--- config.mk ---
export PLATFORM = sky130hd
export DESIGN_NAME = bcd_updown_cnt_n
export DESIGN_NICKNAME = d
export VERILOG_FILES = /design/src/rtl/bcd_updown_cnt_n.sv
export SDC_FILE = /design/constraint.sdc
export NUM_CORES = 1
export LEC_CHECK = 0
export ABC_CLOCK_PERIOD_IN_PS = 5800
export CORE_AREA = 2 2 44 86
export CTS_CLUSTER_SIZE = 14
export DETAILED_ROUTE_END_ITERATION = 8
export DIE_AREA = 0 0 46 88
export SYNTH_ARGS = -nofsm -noshare
export SYNTH_HDL_FRONTEND = slang
export SYNTH_SLANG_ARGS = --single-unit
--- constraint.sdc ---
create_clock -name CLK -period 5.8 [get_ports CLK]
set_input_delay 0.87 -clock CLK [delete_from_list [all_inputs] [get_ports CLK]]
set_output_delay 0.87 -clock CLK [all_outputs]
set_load 0.005 [all_outputs]
--- src/rtl/bcd_updown_cnt_n.sv ---
// bcd_updown_cnt_n: parametrised N-digit BCD up/down counter.
//
// Wraps or saturates at the limits, sanitises the load value, decodes the
// terminal count combinationally, and gives a registered overflow/underflow
// pulse.
//
// Parameters:
//   DIGITS   number of BCD digits (1..8); count range 0 .. 10^DIGITS-1
// Ports:
//   CLK      rising-edge clock
//   RESET_B  asynchronous active-low reset (Q=0, OVF=0)
//   CLR      synchronous clear, highest synchronous priority
//   LOAD     synchronous load from IN; digits 10..15 are clamped to 9
//   EN       count enable
//   UP       direction: 1 = increment, 0 = decrement
//   SAT      limit mode: 1 = saturate, 0 = wrap
//   IN       load value, digit k in IN[4k+3:4k]
//   Q        registered count, same packing as IN
//   TC       terminal count: all 9s when UP=1, all 0s when UP=0
//   OVF      one-cycle pulse after an edge that counted at the terminal count
module bcd_updown_cnt_n #(
   parameter int unsigned DIGITS = 2
) (
   input  logic                  CLK,
   input  logic                  RESET_B,
   input  logic                  CLR,
   input  logic                  LOAD,
   input  logic                  EN,
   input  logic                  UP,
   input  logic                  SAT,
   input  logic [4*DIGITS-1:0]   IN,
   output logic [4*DIGITS-1:0]   Q,
   output logic                  TC,
   output logic                  OVF
);

   logic [4*DIGITS-1:0] count_q, count_d;
   logic                ovf_q, ovf_d;
   logic [4*DIGITS-1:0] nines;
   logic                all_nine, all_zero;
   logic                chain;
   logic [3:0]          digit;

   // Terminal count depends only on the present count and direction.
   always_comb begin
      all_nine = 1'b1;
      all_zero = 1'b1;
      for (int k = 0; k < DIGITS; k++) begin
         all_nine = all_nine & (count_q[4*k +: 4] == 4'd9);
         all_zero = all_zero & (count_q[4*k +: 4] == 4'd0);
      end
      TC = UP ? all_nine : all_zero;
   end

   always_comb begin
      count_d = count_q;
      ovf_d   = 1'b0;
      chain   = 1'b1;
      digit   = 4'd0;
      nines   = '0;
      for (int k = 0; k < DIGITS; k++) begin
         nines[4*k +: 4] = 4'd9;
      end

      if (CLR) begin
         count_d = '0;
      end else if (LOAD) begin
         for (int k = 0; k < DIGITS; k++) begin
            count_d[4*k +: 4] = (IN[4*k +: 4] > 4'd9) ? 4'd9 : IN[4*k +: 4];
         end
      end else if (EN) begin
         if (TC) begin
            ovf_d = 1'b1;
            if (!SAT) begin
               count_d = UP ? '0 : nines;
            end
         end else begin
            // Ripple the carry/borrow: a digit steps only while every lower
            // digit sits at its rollover value.
            for (int k = 0; k < DIGITS; k++) begin
               digit = count_q[4*k +: 4];
               if (chain) begin
                  if (UP) begin
                     count_d[4*k +: 4] = (digit == 4'd9) ? 4'd0 : digit + 4'd1;
                  end else begin
                     count_d[4*k +: 4] = (digit == 4'd0) ? 4'd9 : digit - 4'd1;
                  end
               end
               chain = chain & (UP ? (digit == 4'd9) : (digit == 4'd0));
            end
         end
      end
   end

   always_ff @(posedge CLK or negedge RESET_B) begin
      if (!RESET_B) begin
         count_q <= '0;
         ovf_q   <= 1'b0;
      end else begin
         count_q <= count_d;
         ovf_q   <= ovf_d;
      end
   end

   assign Q   = count_q;
   assign OVF = ovf_q;

endmodule

==> run_results.csv <==
group,metric,value,unit
status,outcome,"finished clean",
routing,wl_per_cell,16.04,um
clock_network,ctsHoldBuffers,0,
sta,fin_crit,3.833,ns
synthesis,yosysSeqAreaShare,22.96,%
critical_path,critPathCaptureType,"primary output",
grt,antenna_found_initial,0,
layout,layout.nets,158,
grt,grt_pass1_wl,4.464,mm
power_and_ir_drop,leakage,0.4809,nW
worst_hold_path,hold_path.class,"flip-flop to flip-flop",
sta,period_share,66.09,%
grt,track_usage,14.62,%
layout,design_area,1245,um2
floorplan,rows,30,
placed_design,gp_congestion,0.8680,
power_and_ir_drop,pwr-share-seq,35.6,%
grt,grt_overflow,0,
critical_path,critPathKind,"input pin to primary output",
routing,drc,0,
floorplan,num_io_pins,25,
routing,vias,995,
layout,syn_to_final_growth,26.91,%
synthesis,syn_area,980.9,um2
synthesis,synth_fp_nets,139,
synthesis,syn_inst,120,
clock_network,ctsRootBufferMaster,"clkbuf_8",
synthesis,ys_ff_latch,9,
synthesis,synth_async_sr_flop_share,100.0,%
power_and_ir_drop,power.net_switching,0.07741,mW
sta,tightest_slew,0.7527,ns
floorplan,die_area,4048,um2
sta,worst_clock_skew,0.003011,ns
routing,drt_iter0_markers,19,
sta,hold_violations,0,
routing,dr.pass1.iters,4,
layout,drive_gt1_share,7.971,%
critical_path,crit_required,4.93,ns
clock_network,clockBufferDepth,2,
run,maxCapViolations,0,
clock_network,cts_max_level,1,
clock_network,cts_setup_buffers,0,
sta,fin_setup_tns,0,ns
floorplan,core_area,3378,um2
synthesis,synth_edf_count,0,
power_and_ir_drop,switching_share,32.91,%
sta,finalSetupViolCount,0,
sta,grt_setup_unrepaired,"no",
synthesis,yosysTopAreaCellShare,22.96,%
floorplan,die_width,46,um
synthesis,ys_warn_count,0,
synthesis,synth_ff_type,"dfrtp_1",
layout,final_core_utilization,36.85,%
synthesis,synth_area_leaders,"dfrtp_1, ha_1, o21ai_0",
sta,drv_slew,0,
critical_path,cp_cell_sequence,"clkdlybuf4s50_1 -> nor3_1 -> o2bb2ai_2 -> and2_2 -> clkdlybuf4s50_1",
synthesis,yosys-top-cells-count,"nor2_1, dfrtp_1, o21ai_0, nand2_1, nand3_1",
critical_path,path_common_cell,"clkdlybuf4s50_1",
synthesis,synth_cell_types,47,
clock_network,cts_tree,"yes",
synthesis,synth_area_leader_cell,"dfrtp_1",
sta,holdWs,0.7151,ns
routing,antenna_left,0,
synthesis,syn_area_per_cell,8.175,um2
grt,grt_max_degree,23,
clock_network,cts_sinks,9,
clock_network,clk_latency,0.23,ns
routing,wirelength,2.726,mm
power_and_ir_drop,p_per_area,188.9,nW/um2
critical_path,cp_num_buf_inv,2,
critical_path,crit_fanout,22,
placed_design,hpwl,2.090,mm
floorplan,die_y,88,um
sta,max_freq,0.2609,GHz
layout,num_antenna_cells,0,
critical_path,arrival,2.96,ns
grt,grt_pass1_vias,991,
critical_path,critPathSlowestCell,"clkdlybuf4s50_1",
critical_path,max_stage_delay,0.80,ns
placed_design,dp.cells,166,
placed_design,dpl_cell_area,1200,um2
sta,slew_headroom,49.66,%
floorplan,start_util,29.04,%
power_and_ir_drop,pwr-share-clk,30.6,%
power_and_ir_drop,comb_power_share,33.8,%
layout,finalNonFillerCells,170,
clock_network,clk_pin_slew,0.05,ns
critical_path,cp_top_family,"buffers and inverters",
power_and_ir_drop,ir_drop,0.07865,mV
clock_network,cts_resized,0,
synthesis,synth_most_common_cell,"nor2_1",
critical_path,cp-start-kind,"input pin",
routing,vias_per_cell,5.853,
placed_design,portBuffers,24,
clock_network,cts_buffers,3,
power_and_ir_drop,internal-power,0.1578,mW
-- worst register-to-register path: cells and delay by family (launching register included) --
family	cells	cell delay [ns]
simple gates	2	0.26
flops	1	0.50
buf+inv	1	0.14
compound gates	3	0.97
fa+ha+maj	1	0.26
-- stage by stage --
step | setup WS (ns) | power [mW]
2_1_floorplan | 3.501 | 0.1316
3_3_place_gp | 2.060 | 0.1619
3_5_place_dp | 1.978 | 0.1643
4_1_cts | 1.973 | 0.2377
5_1_grt | 1.830 | 0.2506
6_report | 1.967 | 0.2352
-- layer usage --
metal	GRT usage, %	part of all wire, %
met5	0	0
met4	8.052	3.3
met3	2.062	3.7
met2	26.26	56
met1	15.16	36
-- cell usage in the layout, fill, tap and decap left out, types with 3 or more instances in the layout --
cell / synthesis / routed
clkdlybuf4s50_1: 0 / 24
nor2_1: 12 / 12
dfrtp_1: 9 / 9
o21ai_0: 9 / 9
nand2_1: 8 / 8
nand3_1: 8 / 8
nand2b_1: 5 / 5
inv_1: 4 / 4
a21oi_1: 4 / 4
ha_1: 4 / 4
nor2b_1: 3 / 3
clkbuf_8: 0 / 3
-- power by group through the flow --
stage | clock network [mW] | logic, mW | registers [mW]
2_1_floorplan | 0 | 0.0574 | 0.0743
3_3_place_gp | 0 | 0.0782 | 0.0837
3_5_place_dp | 0 | 0.0799 | 0.0845
4_1_cts | 0.0740 | 0.0803 | 0.0835
5_1_grt | 0.0775 | 0.0883 | 0.0849
6_report | 0.0720 | 0.0796 | 0.0836
-- final cells by class --
cell class	count	area, um2
tap	32	40.04
inverter	4	15.01
sequential	9	225.2
clock buffer	4	45.04
timing repair buffer	24	240.2
fill	356	2133
multi-input combinational	97	679.4
-- path summary, 6_finish.rpt --
check | slack (ns) | cells after the start | endpoint | from
worst max-delay path | 1.97 | 5 | TC | UP
worst min-delay path | 0.72 | 2 | Q[0] | Q[0]
worst max register to register | 3.56 | 7 | Q[0] | Q[0]
worst min register to register | 0.72 | 2 | Q[0] | Q[0]
max in group asynchronous | 4.59 | 1 | Q[7] | RESET_B
min in group asynchronous | 0.93 | 1 | Q[5] | RESET_B
-- kinds of logic after synthesis --
kind of cell | synth area share, %
buf+inv | 7.780
fa+ha+maj | 5.102
flops | 22.96
xor+xnor | 1.786
simple gates | 33.93
compound gates | 28.44
-- flip-flops by register name (all words and copies together), names as in the netlist --
name and flops:
Q 8, OVF 1
Power figures use the tool's default switching activity.
